**src/rtl/seq_magnitude_comparator_pkg.sv**
```systemverilog
// Shared types for the sequential magnitude comparator.
package cmp_pkg;

    localparam int CMP_DEF_WIDTH = 32;

    typedef enum logic [1:0] {
        IDLE,
        RUN,
        DONE
    } cmp_state_e;

    typedef struct packed {
        logic eq;
        logic lt;
        logic gt;
    } cmp_result_t;

endpackage

```
**src/rtl/seq_magnitude_comparator_if.sv**
```systemverilog
// Operand/result handshake bundle for the sequential magnitude comparator.
interface seq_magnitude_comparator_if
    import cmp_pkg::*;
#(
    parameter int WIDTH = CMP_DEF_WIDTH
);
    logic             i_valid;
    logic             o_ready;
    logic [WIDTH-1:0] i_a;
    logic [WIDTH-1:0] i_b;
    logic             i_signed;
    logic             o_valid;
    logic             i_ready;
    logic             o_eq;
    logic             o_lt;
    logic             o_gt;

    // Producer/consumer side driving operands and taking results.
    modport master (
        output i_valid, i_a, i_b, i_signed, i_ready,
        input  o_ready, o_valid, o_eq, o_lt, o_gt
    );

    // Comparator side.
    modport slave (
        input  i_valid, i_a, i_b, i_signed, i_ready,
        output o_ready, o_valid, o_eq, o_lt, o_gt
    );
endinterface

```
**src/rtl/seq_magnitude_comparator_chunk.sv**
```systemverilog
// Combinational unsigned compare of one CHUNK-bit slice.
module cmp_chunk #(
    parameter int CHUNK = 4
) (
    input  logic [CHUNK-1:0] a,
    input  logic [CHUNK-1:0] b,
    output logic             lt,
    output logic             gt
);
    assign lt = (a < b);
    assign gt = (a > b);
endmodule

```
**src/rtl/seq_magnitude_comparator.sv**
```systemverilog
// Multi-cycle magnitude comparator: walks the operands CHUNK bits per cycle
// from the MSB and stops at the first differing chunk. Signed operands are
// stored in offset-binary (MSB flipped) so the chunk compare stays unsigned.
module seq_magnitude_comparator
    import cmp_pkg::*;
#(
    parameter int WIDTH = CMP_DEF_WIDTH,
    parameter int CHUNK = 4
) (
    input logic                       i_clk,
    input logic                       i_rst,
    seq_magnitude_comparator_if.slave bus
);
    localparam int NCHUNK = WIDTH / CHUNK;
    localparam int IDXW   = (NCHUNK > 1) ? $clog2(NCHUNK) : 1;
    localparam logic [IDXW-1:0] IDX_TOP = IDXW'(NCHUNK - 1);

    cmp_state_e       state_q, state_d;
    logic [IDXW-1:0]  idx_q, idx_d;
    logic [WIDTH-1:0] a_q, a_d;
    logic [WIDTH-1:0] b_q, b_d;
    cmp_result_t      res_q, res_d;

    logic [WIDTH-1:0] sign_mask;
    logic [NCHUNK-1:0][CHUNK-1:0] a_ch;
    logic [NCHUNK-1:0][CHUNK-1:0] b_ch;
    logic [CHUNK-1:0] a_sel;
    logic [CHUNK-1:0] b_sel;
    logic             c_lt;
    logic             c_gt;

    // Only the operand MSB is flipped for the signed-to-offset-binary mapping.
    always_comb begin
        sign_mask            = '0;
        sign_mask[WIDTH-1]   = 1'b1;
    end

    assign a_ch = a_q;
    assign b_ch = b_q;

    generate
        if (NCHUNK == 1) begin : g_one
            assign a_sel = a_ch[0];
            assign b_sel = b_ch[0];
        end else begin : g_many
            assign a_sel = a_ch[idx_q];
            assign b_sel = b_ch[idx_q];
        end
    endgenerate

    cmp_chunk #(.CHUNK(CHUNK)) u_chunk (
        .a  (a_sel),
        .b  (b_sel),
        .lt (c_lt),
        .gt (c_gt)
    );

    // Next-state, operand capture, chunk walk and result update.
    always_comb begin
        state_d = state_q;
        idx_d   = idx_q;
        a_d     = a_q;
        b_d     = b_q;
        res_d   = res_q;
        case (state_q)
            IDLE: begin
                if (bus.i_valid) begin
                    a_d     = bus.i_a ^ (bus.i_signed ? sign_mask : '0);
                    b_d     = bus.i_b ^ (bus.i_signed ? sign_mask : '0);
                    idx_d   = IDX_TOP;
                    res_d   = '0;
                    state_d = RUN;
                end
            end
            RUN: begin
                if (c_gt) begin
                    res_d.gt = 1'b1;
                    state_d  = DONE;
                end else if (c_lt) begin
                    res_d.lt = 1'b1;
                    state_d  = DONE;
                end else if (idx_q == '0) begin
                    res_d.eq = 1'b1;
                    state_d  = DONE;
                end else begin
                    idx_d = idx_q - IDXW'(1);
                end
            end
            DONE: begin
                // Result is held until the consumer takes it.
                if (bus.i_ready) begin
                    res_d   = '0;
                    state_d = IDLE;
                end
            end
            default: begin
                state_d = IDLE;
            end
        endcase
    end

    // State, counter, operand and result registers; reset drops everything.
    always_ff @(posedge i_clk or posedge i_rst) begin
        if (i_rst) begin
            state_q <= IDLE;
            idx_q   <= '0;
            a_q     <= '0;
            b_q     <= '0;
            res_q   <= '0;
        end else begin
            state_q <= state_d;
            idx_q   <= idx_d;
            a_q     <= a_d;
            b_q     <= b_d;
            res_q   <= res_d;
        end
    end

    assign bus.o_ready = (state_q == IDLE);
    assign bus.o_valid = (state_q == DONE);
    assign bus.o_eq    = res_q.eq;
    assign bus.o_lt    = res_q.lt;
    assign bus.o_gt    = res_q.gt;

endmodule

```
**src/flat_wrapper.sv**
```systemverilog
// flat-port wrapper written by rule: the top's interface ports become plain ports
module seq_magnitude_comparator_flat import cmp_pkg::*;
#(
    parameter int WIDTH = CMP_DEF_WIDTH,
    parameter int CHUNK = 4
)
  (i_clk, i_rst, bus_i_valid, bus_i_a, bus_i_b, bus_i_signed, bus_i_ready, bus_o_ready, bus_o_valid, bus_o_eq, bus_o_lt, bus_o_gt);
  seq_magnitude_comparator_if #(.WIDTH(WIDTH)) bus_i ();
  input logic i_clk;
  input logic i_rst;
  input wire logic [$bits(bus_i.i_valid)-1:0] bus_i_valid;
  input wire logic [$bits(bus_i.i_a)-1:0] bus_i_a;
  input wire logic [$bits(bus_i.i_b)-1:0] bus_i_b;
  input wire logic [$bits(bus_i.i_signed)-1:0] bus_i_signed;
  input wire logic [$bits(bus_i.i_ready)-1:0] bus_i_ready;
  output wire logic [$bits(bus_i.o_ready)-1:0] bus_o_ready;
  output wire logic [$bits(bus_i.o_valid)-1:0] bus_o_valid;
  output wire logic [$bits(bus_i.o_eq)-1:0] bus_o_eq;
  output wire logic [$bits(bus_i.o_lt)-1:0] bus_o_lt;
  output wire logic [$bits(bus_i.o_gt)-1:0] bus_o_gt;
  assign bus_i.i_valid = bus_i_valid;
  assign bus_i.i_a = bus_i_a;
  assign bus_i.i_b = bus_i_b;
  assign bus_i.i_signed = bus_i_signed;
  assign bus_i.i_ready = bus_i_ready;
  assign bus_o_ready = bus_i.o_ready;
  assign bus_o_valid = bus_i.o_valid;
  assign bus_o_eq = bus_i.o_eq;
  assign bus_o_lt = bus_i.o_lt;
  assign bus_o_gt = bus_i.o_gt;
  seq_magnitude_comparator #(.WIDTH(WIDTH), .CHUNK(CHUNK)) u_core (.i_clk(i_clk), .i_rst(i_rst), .bus(bus_i));
endmodule
```
**config.mk**
```make
export PLATFORM = sky130hd
export DESIGN_NAME = seq_magnitude_comparator_flat
export DESIGN_NICKNAME = d
export VERILOG_FILES = /design/src/rtl/seq_magnitude_comparator_pkg.sv /design/src/rtl/seq_magnitude_comparator_if.sv /design/src/rtl/seq_magnitude_comparator_chunk.sv /design/src/rtl/seq_magnitude_comparator.sv /design/src/flat_wrapper.sv
export SDC_FILE = /design/constraint.sdc
export NUM_CORES = 1
export LEC_CHECK = 0
export ABC_AREA = 1
export BUFFER_PORTS_ARGS = -buffer_cell sky130_fd_sc_hd__buf_2
export CORE_MARGIN = 2
export CORE_UTILIZATION = 40
export CTS_CLUSTER_DIAMETER = 80
export CTS_CLUSTER_SIZE = 30
export DETAILED_ROUTE_END_ITERATION = 16
export PLACE_DENSITY = 0.73
export SLEW_MARGIN = 10
export SYNTH_ARGS = -nofsm -noshare
export SYNTH_HDL_FRONTEND = slang
export SYNTH_SLANG_ARGS = --single-unit
```
**constraint.sdc**
```tcl
create_clock -name i_clk -period 4.1 [get_ports i_clk]
set_clock_uncertainty 0.2 [all_clocks]
set_input_delay 0.615 -clock i_clk [delete_from_list [all_inputs] [get_ports i_clk]]
set_output_delay 0.615 -clock i_clk [all_outputs]
set_load 0.02 [all_outputs]
```
# Yosys cells after proc, flatten, opt, wreduce, memory -nomap -nowiden

Index checks and enable logic that the tools add are counted.

Register bits: 72
Memories kept: 0
Latch bits: 0
RAM bits: 0
Memory bits (read-only): 0
Output and inout bits: 5

Shift operators: 0
$lt $le $gt $ge: 3
Equality and inequality tests: 11
Reduce and logical (&&, ||, !) cells: 10
Multipliers: 0
Muxes and demuxes: 24
Div/mod/pow operators: 0
Bitwise operators: 2
Add/subtract/negate cells: 1

Operators by type and width:

| kind                                                  | count |
|---|---|
| bitwise XOR 32 bit                                    | 2 |
| 2-to-1 mux 32 bit                                     | 1 |
| binary-select mux 4 bit (select 3 bit)                | 2 |
| 2-to-1 mux 3 bit                                      | 6 |
| 2-to-1 mux 2 bit                                      | 6 |
| inequality test 2 bit, second input constant          | 5 |
| AND reduction 5 bit                                   | 2 |
| case mux 3 bit (3 select lines)                       | 1 |
| 2-to-1 mux 4 bit                                      | 2 |
| inequality test 2 x 1 -> 1 bit, second input constant | 3 |
| case mux 2 bit (3 select lines)                       | 1 |
| case mux 3 bit (2 select lines)                       | 1 |
| AND reduction 6 bit                                   | 1 |
| greater-than comparator 4 bit                         | 1 |
| < comparator 3 x 4 -> 1 bit, second input constant    | 1 |
| < comparator 4 bit                                    | 1 |
| 2-to-1 mux 1 bit                                      | 4 |
| inequality test 4 x 1 -> 1 bit, second input constant | 1 |
| AND reduction 4 bit                                   | 1 |
| logical NOT 3 bit                                     | 1 |
| AND reduction 3 bit                                   | 1 |
| nonzero test 3 bit                                    | 1 |
| subtractor 3 x 1 -> 3 bit, second input constant      | 1 |
| equality test 2 x 1 -> 1 bit, second input constant   | 1 |
| 4 further kinds                                       | 4 |

# Logic depth before layout (Yosys ltp)

Word-level depth: 6
Gate-level depth with buffers: 18
Depth with buffers taken out: 17

# Cells and area by module

From an unflattened synthesis, not the netlist that was laid out.

Cells, all modules: 490
Area, all modules: 3677.3 um2

By module, submodules not included:

| module                   | cells an instance | instances | area each (um2) | seq. area each (um2) |
|---|---|---|---|---|
| seq_magnitude_comparator | 470               | 1         | 3562.2          | 1801.7 |
| cmp_chunk                | 20                | 1         | 115.1           | 0.0 |

# Least setup slack after synthesis

No wires, ideal clock.

Kind: reg2reg
From: register u_core.idx_q[0]
To: register u_core.idx_q[2]
Setup time: 0.117 ns
Data arrival time: 1.810 ns
Stages on the path, launching flop included: 16
Setup slack: 1.973 ns
Period minus slack after synthesis: 2.127 ns
Buffers on the path: 2
Cells stage by stage: dfrtp_1 -> buf_2 -> buf_2 -> a21oi_1 -> o21ai_0 -> o211ai_1 -> o21ai_0 -> ha_1 -> nand2_1 -> inv_1 -> nand2_1 -> nand2_1 -> nand3_2 -> nand2_2 -> nand2_1 -> nand2_1

Cells in the longest elaborated chain, start to end: 5
Elaborated cells between the ends (all ways): 16
Those cells by class: 1 x add/sub; 2 x order compare; 3 x eq/ne; 8 x mux; 2 x reduce/logical

Ends and longest elaborated chain:

| element                                                                          | RTL line                             | RTL |
|---|---|---|
| from (decl)                                                                      | seq_magnitude_comparator.sv:19       | `logic [IDXW-1:0] idx_q, idx_d;` |
| from (signal assigned)                                                           | seq_magnitude_comparator.sv:112      | `idx_q <= idx_d;` |
| binary-select mux 4 bit (select 3 bit) (tied with other cells)                   | seq_magnitude_comparator.sv:46       | `assign a_sel = a_ch[idx_q];` |
| 2-to-1 mux 4 bit (not written as such) (tied with other cells)                   | seq_magnitude_comparator.sv:46       |  |
| < comparator 4 bit (tied with other cells)                                       | seq_magnitude_comparator_chunk.sv:10 | `assign lt = (a < b);` |
| inequality test 2 bit (no line) or 2-to-1 mux 3 bit (tied branches)              | -                                    |  |
| AND reduction 5 bit (no line) or case mux 3 bit (2 select lines) (tied branches) | -                                    |  |

Several ways; a longest one is shown, not always the timed one. The select of a mux whose other input is x is not followed.
A chain may end at the register's enable or synchronous reset.

# Worst setup path after layout

From: register u_core.idx_q[0]
To: register u_core.idx_q[1]

Same word-level chain as after synthesis.

==> impl_metrics.ini <==
[placed_design]
dp_hpwl_um = 5800
routabilityCongestion = 0.868
portBuffers = 73

[clock_tree]
cts_setup_buffers = 0
numCtsBuffers = 9
clockRootBuffer = clkbuf_8
cts_htree_levels = 3
post_cts_resized = 0
cts_tree = built
clock-sinks = 72
worstSkewPairLatency_ps = 350
holdBufCountCts = 0
cts.clk_slew.worst_paths_ps = 70
clock_path_buffers = 2

[global_route]
antenna_found_initial = 0
grt_util_all_layers_pct = 17.8
grt_overflow = 0
grt_pass1_wl_um = 13800
grt_max_degree = 73
first_global_vias = 3002

[min_path]
min_path_type = in -> async

[detailed_routing]
wirelength_um = 8090
first_pass_iters = 4
postRouteAntennaNets = 0
routed_via_density = 4.89
drt_iter0_drc = 249
wire_per_inst_um = 13.0
vias = 3053
remaining_drc_errors = 0

[timing]
grt_setup_unrepaired = no
final_hold_viol_count = 0
max_slew_margin_pct = 42.6
fin_setup_tns_ps = 0
setup_violations = 0
hold_slack_ps = 239
fin_crit_ps = 2940
max_freq_ghz = 0.340
worst_pin_slew_ps = 859
finalCritPeriodShare_pct = 71.7
drv_slew = 0

[floorplanning]
die_w_um = 98.0
dieArea_um2 = 9600
io-pin-count = 74
start_util_pct = 40.9
coreArea_um2 = 8640
die_height_um = 98.0
fp-row-count = 34

[status]
status = complete, no violations

[power_and_ir_drop]
p_leak_nw = 2.20
peakVddDrop_mv = 0.281
p_per_area_nw_per_um2 = 773
fin_total_pwr_mw = 3.13

[critical_path]
path_cells = buf_4, a21oi_1, o21ai_0, o21ai_0, o21ai_0, ha_1, nand2_1, inv_1, nand2_1, nand2_1, nand3_2, nand2_2, nand2_1, nand2_1
cp_top_family = compound AO/OA/AOI/OAI gates
critPathKind = reg -> reg
crit_path_start_kind = flip-flop
path_common_cell = nand2_1
endpoint_kind = flip-flop
path_buf_inv = 2
critPathSlowestCell = dfrtp_1
slowest_delay_ps = 650
critPathRequiredTime_ps = 4130
worstPathArrival_ps = 2970
worst-path-max-fanout = 28

[logic_synthesis]
syn_nets = 528
yosysSeqAreaShare_pct = 51.0
yosysWarnings = 0
ys_seq_elements = 72
synth_commonest_cells = nand2_1, dfrtp_1, o21ai_0, nor2_1, inv_1
post-synth-top-area-cell = dfrtp_1
syn_area_um2 = 3530
synth_top_area_share_pct = 51.0
synth-edff-count = 0
yosysUniqueCellTypes = 26
synthCells = 453
synth_area_per_cell_um2 = 7.79
synthArstFlopShare_pct = 100
yosysMostFrequentCell = nand2_1
synth_area_leaders = dfrtp_1, nand2_1, o21ai_0
synth_flop_cell = dfrtp_1

[final_layout]
fillers = 897
syn_to_final_growth_pct = 14.8
antenna_cells = 0
nets = 589
layout-drive-gt1-share_pct = 19.6

[run]
maxCapViolCount = 0
==> worst reg2reg max path, stage by stage, from the launching register on <==
cell     delay (ps)
dfrtp_1         650
buf_4           350
a21oi_1         100
o21ai_0         160
o21ai_0         140
o21ai_0         260
ha_1            290
nand2_1          90
inv_1            40
nand2_1          50
nand2_1         110
nand3_2         140
nand2_2          90
nand2_1         100
nand2_1          60
==> sequential cells by signal, summed over array words and instances, names as in the netlist <==
register,cells
u_core.a_ch,32
u_core.b_ch,32
u_core.idx_q,3
u_core.state_q,2
u_core.bus.o_eq,1
u_core.bus.o_gt,1
u_core.bus.o_lt,1
==> cells by family after synthesis <==
| group | Yosys count | share of synthesized area [%] |
|---|---|---|
| buf+inv | 50 | 7.09 |
| flops | 72 | 51.0 |
| compound gates | 74 | 11.3 |
| fa+ha+maj | 6 | 2.13 |
| simple gates | 248 | 27.7 |
| xor+xnor | 3 | 0.744 |
==> cell type report <==
class / instances / area [um2] / area share (%)
clock buffers: 12 / 155 / 3.83
repair buffers: 75 / 380 / 9.39
clock inverters: 1 / 5.00 / 0.123
multi-input cells: 331 / 1480 / 36.5
flip-flops and latches: 72 / 1800 / 44.5
well taps: 108 / 135 / 3.33
inverters: 25 / 96.3 / 2.38
==> layer usage <==
layer	up-vias	routed length (um)	GRT usage [%]
li1	1539	-	-
met1	1409	3860	25.3
met2	91	3600	26.8
met3	14	466	3.51
met4	0	168	7.48
met5	-	0	0
==> power by group <==
group	internal (mW)	leakage, nW	switching (mW)
clock network	0.242	0.0842	0.244
registers	1.05	0.886	0.256
logic	0.493	1.23	0.850
==> stage by stage <==
| step | setup WS [ps] | utilization (%) | instances | instance area [um2] |
|---|---|---|---|---|
| finish | 1160 | 46.9 | 624 | 4050 |
| global placement | 1300 | 45.1 | 611 | 3890 |
| detailed placement | 1240 | 45.1 | 611 | 3890 |
| global route | 929 | 46.9 | 624 | 4050 |
| CTS | 1200 | 46.9 | 624 | 4050 |
| floorplan | 1460 | - | 453 | 3530 |
==> cells in the final DEF (no fill, tap or decap), types with 2 or more instances in the layout <==
master    count
inv_1        20
ha_1          6
o211ai_1      5
o21ai_0      50
buf_4         2
a21oi_1       9
nor2_1       27
a21oi_2       2
nand3_1       4
buf_2        73
clkbuf_8     11
dfrtp_1      72
nand2_1     208
nand3_2       2
nand3b_1      2
inv_2         4
nand2_2       2
xnor2_1       3
o22ai_1       7
==> worst paths after layout <==
check                                                 start                           to  depth (start not counted)  slack [ps]
worst max-delay path            u_core.idx_q[0]$_DFFE_PP0P_  u_core.idx_q[1]$_DFFE_PP0P_                         14        1160
worst min-delay path                                  i_rst   u_core.b_ch[5]$_DFFE_PP0P_                          2         240
worst max register to register  u_core.idx_q[0]$_DFFE_PP0P_  u_core.idx_q[1]$_DFFE_PP0P_                         14        1160
worst min register to register   u_core.b_ch[3]$_DFFE_PP0P_   u_core.b_ch[3]$_DFFE_PP0P_                          2         280
max in group asynchronous                             i_rst   u_core.a_ch[6]$_DFFE_PP0P_                          3        2560
min in group i_clk                              bus_i_a[12]  u_core.a_ch[12]$_DFFE_PP0P_                          3         260
(Power assumes the default switching activity.)
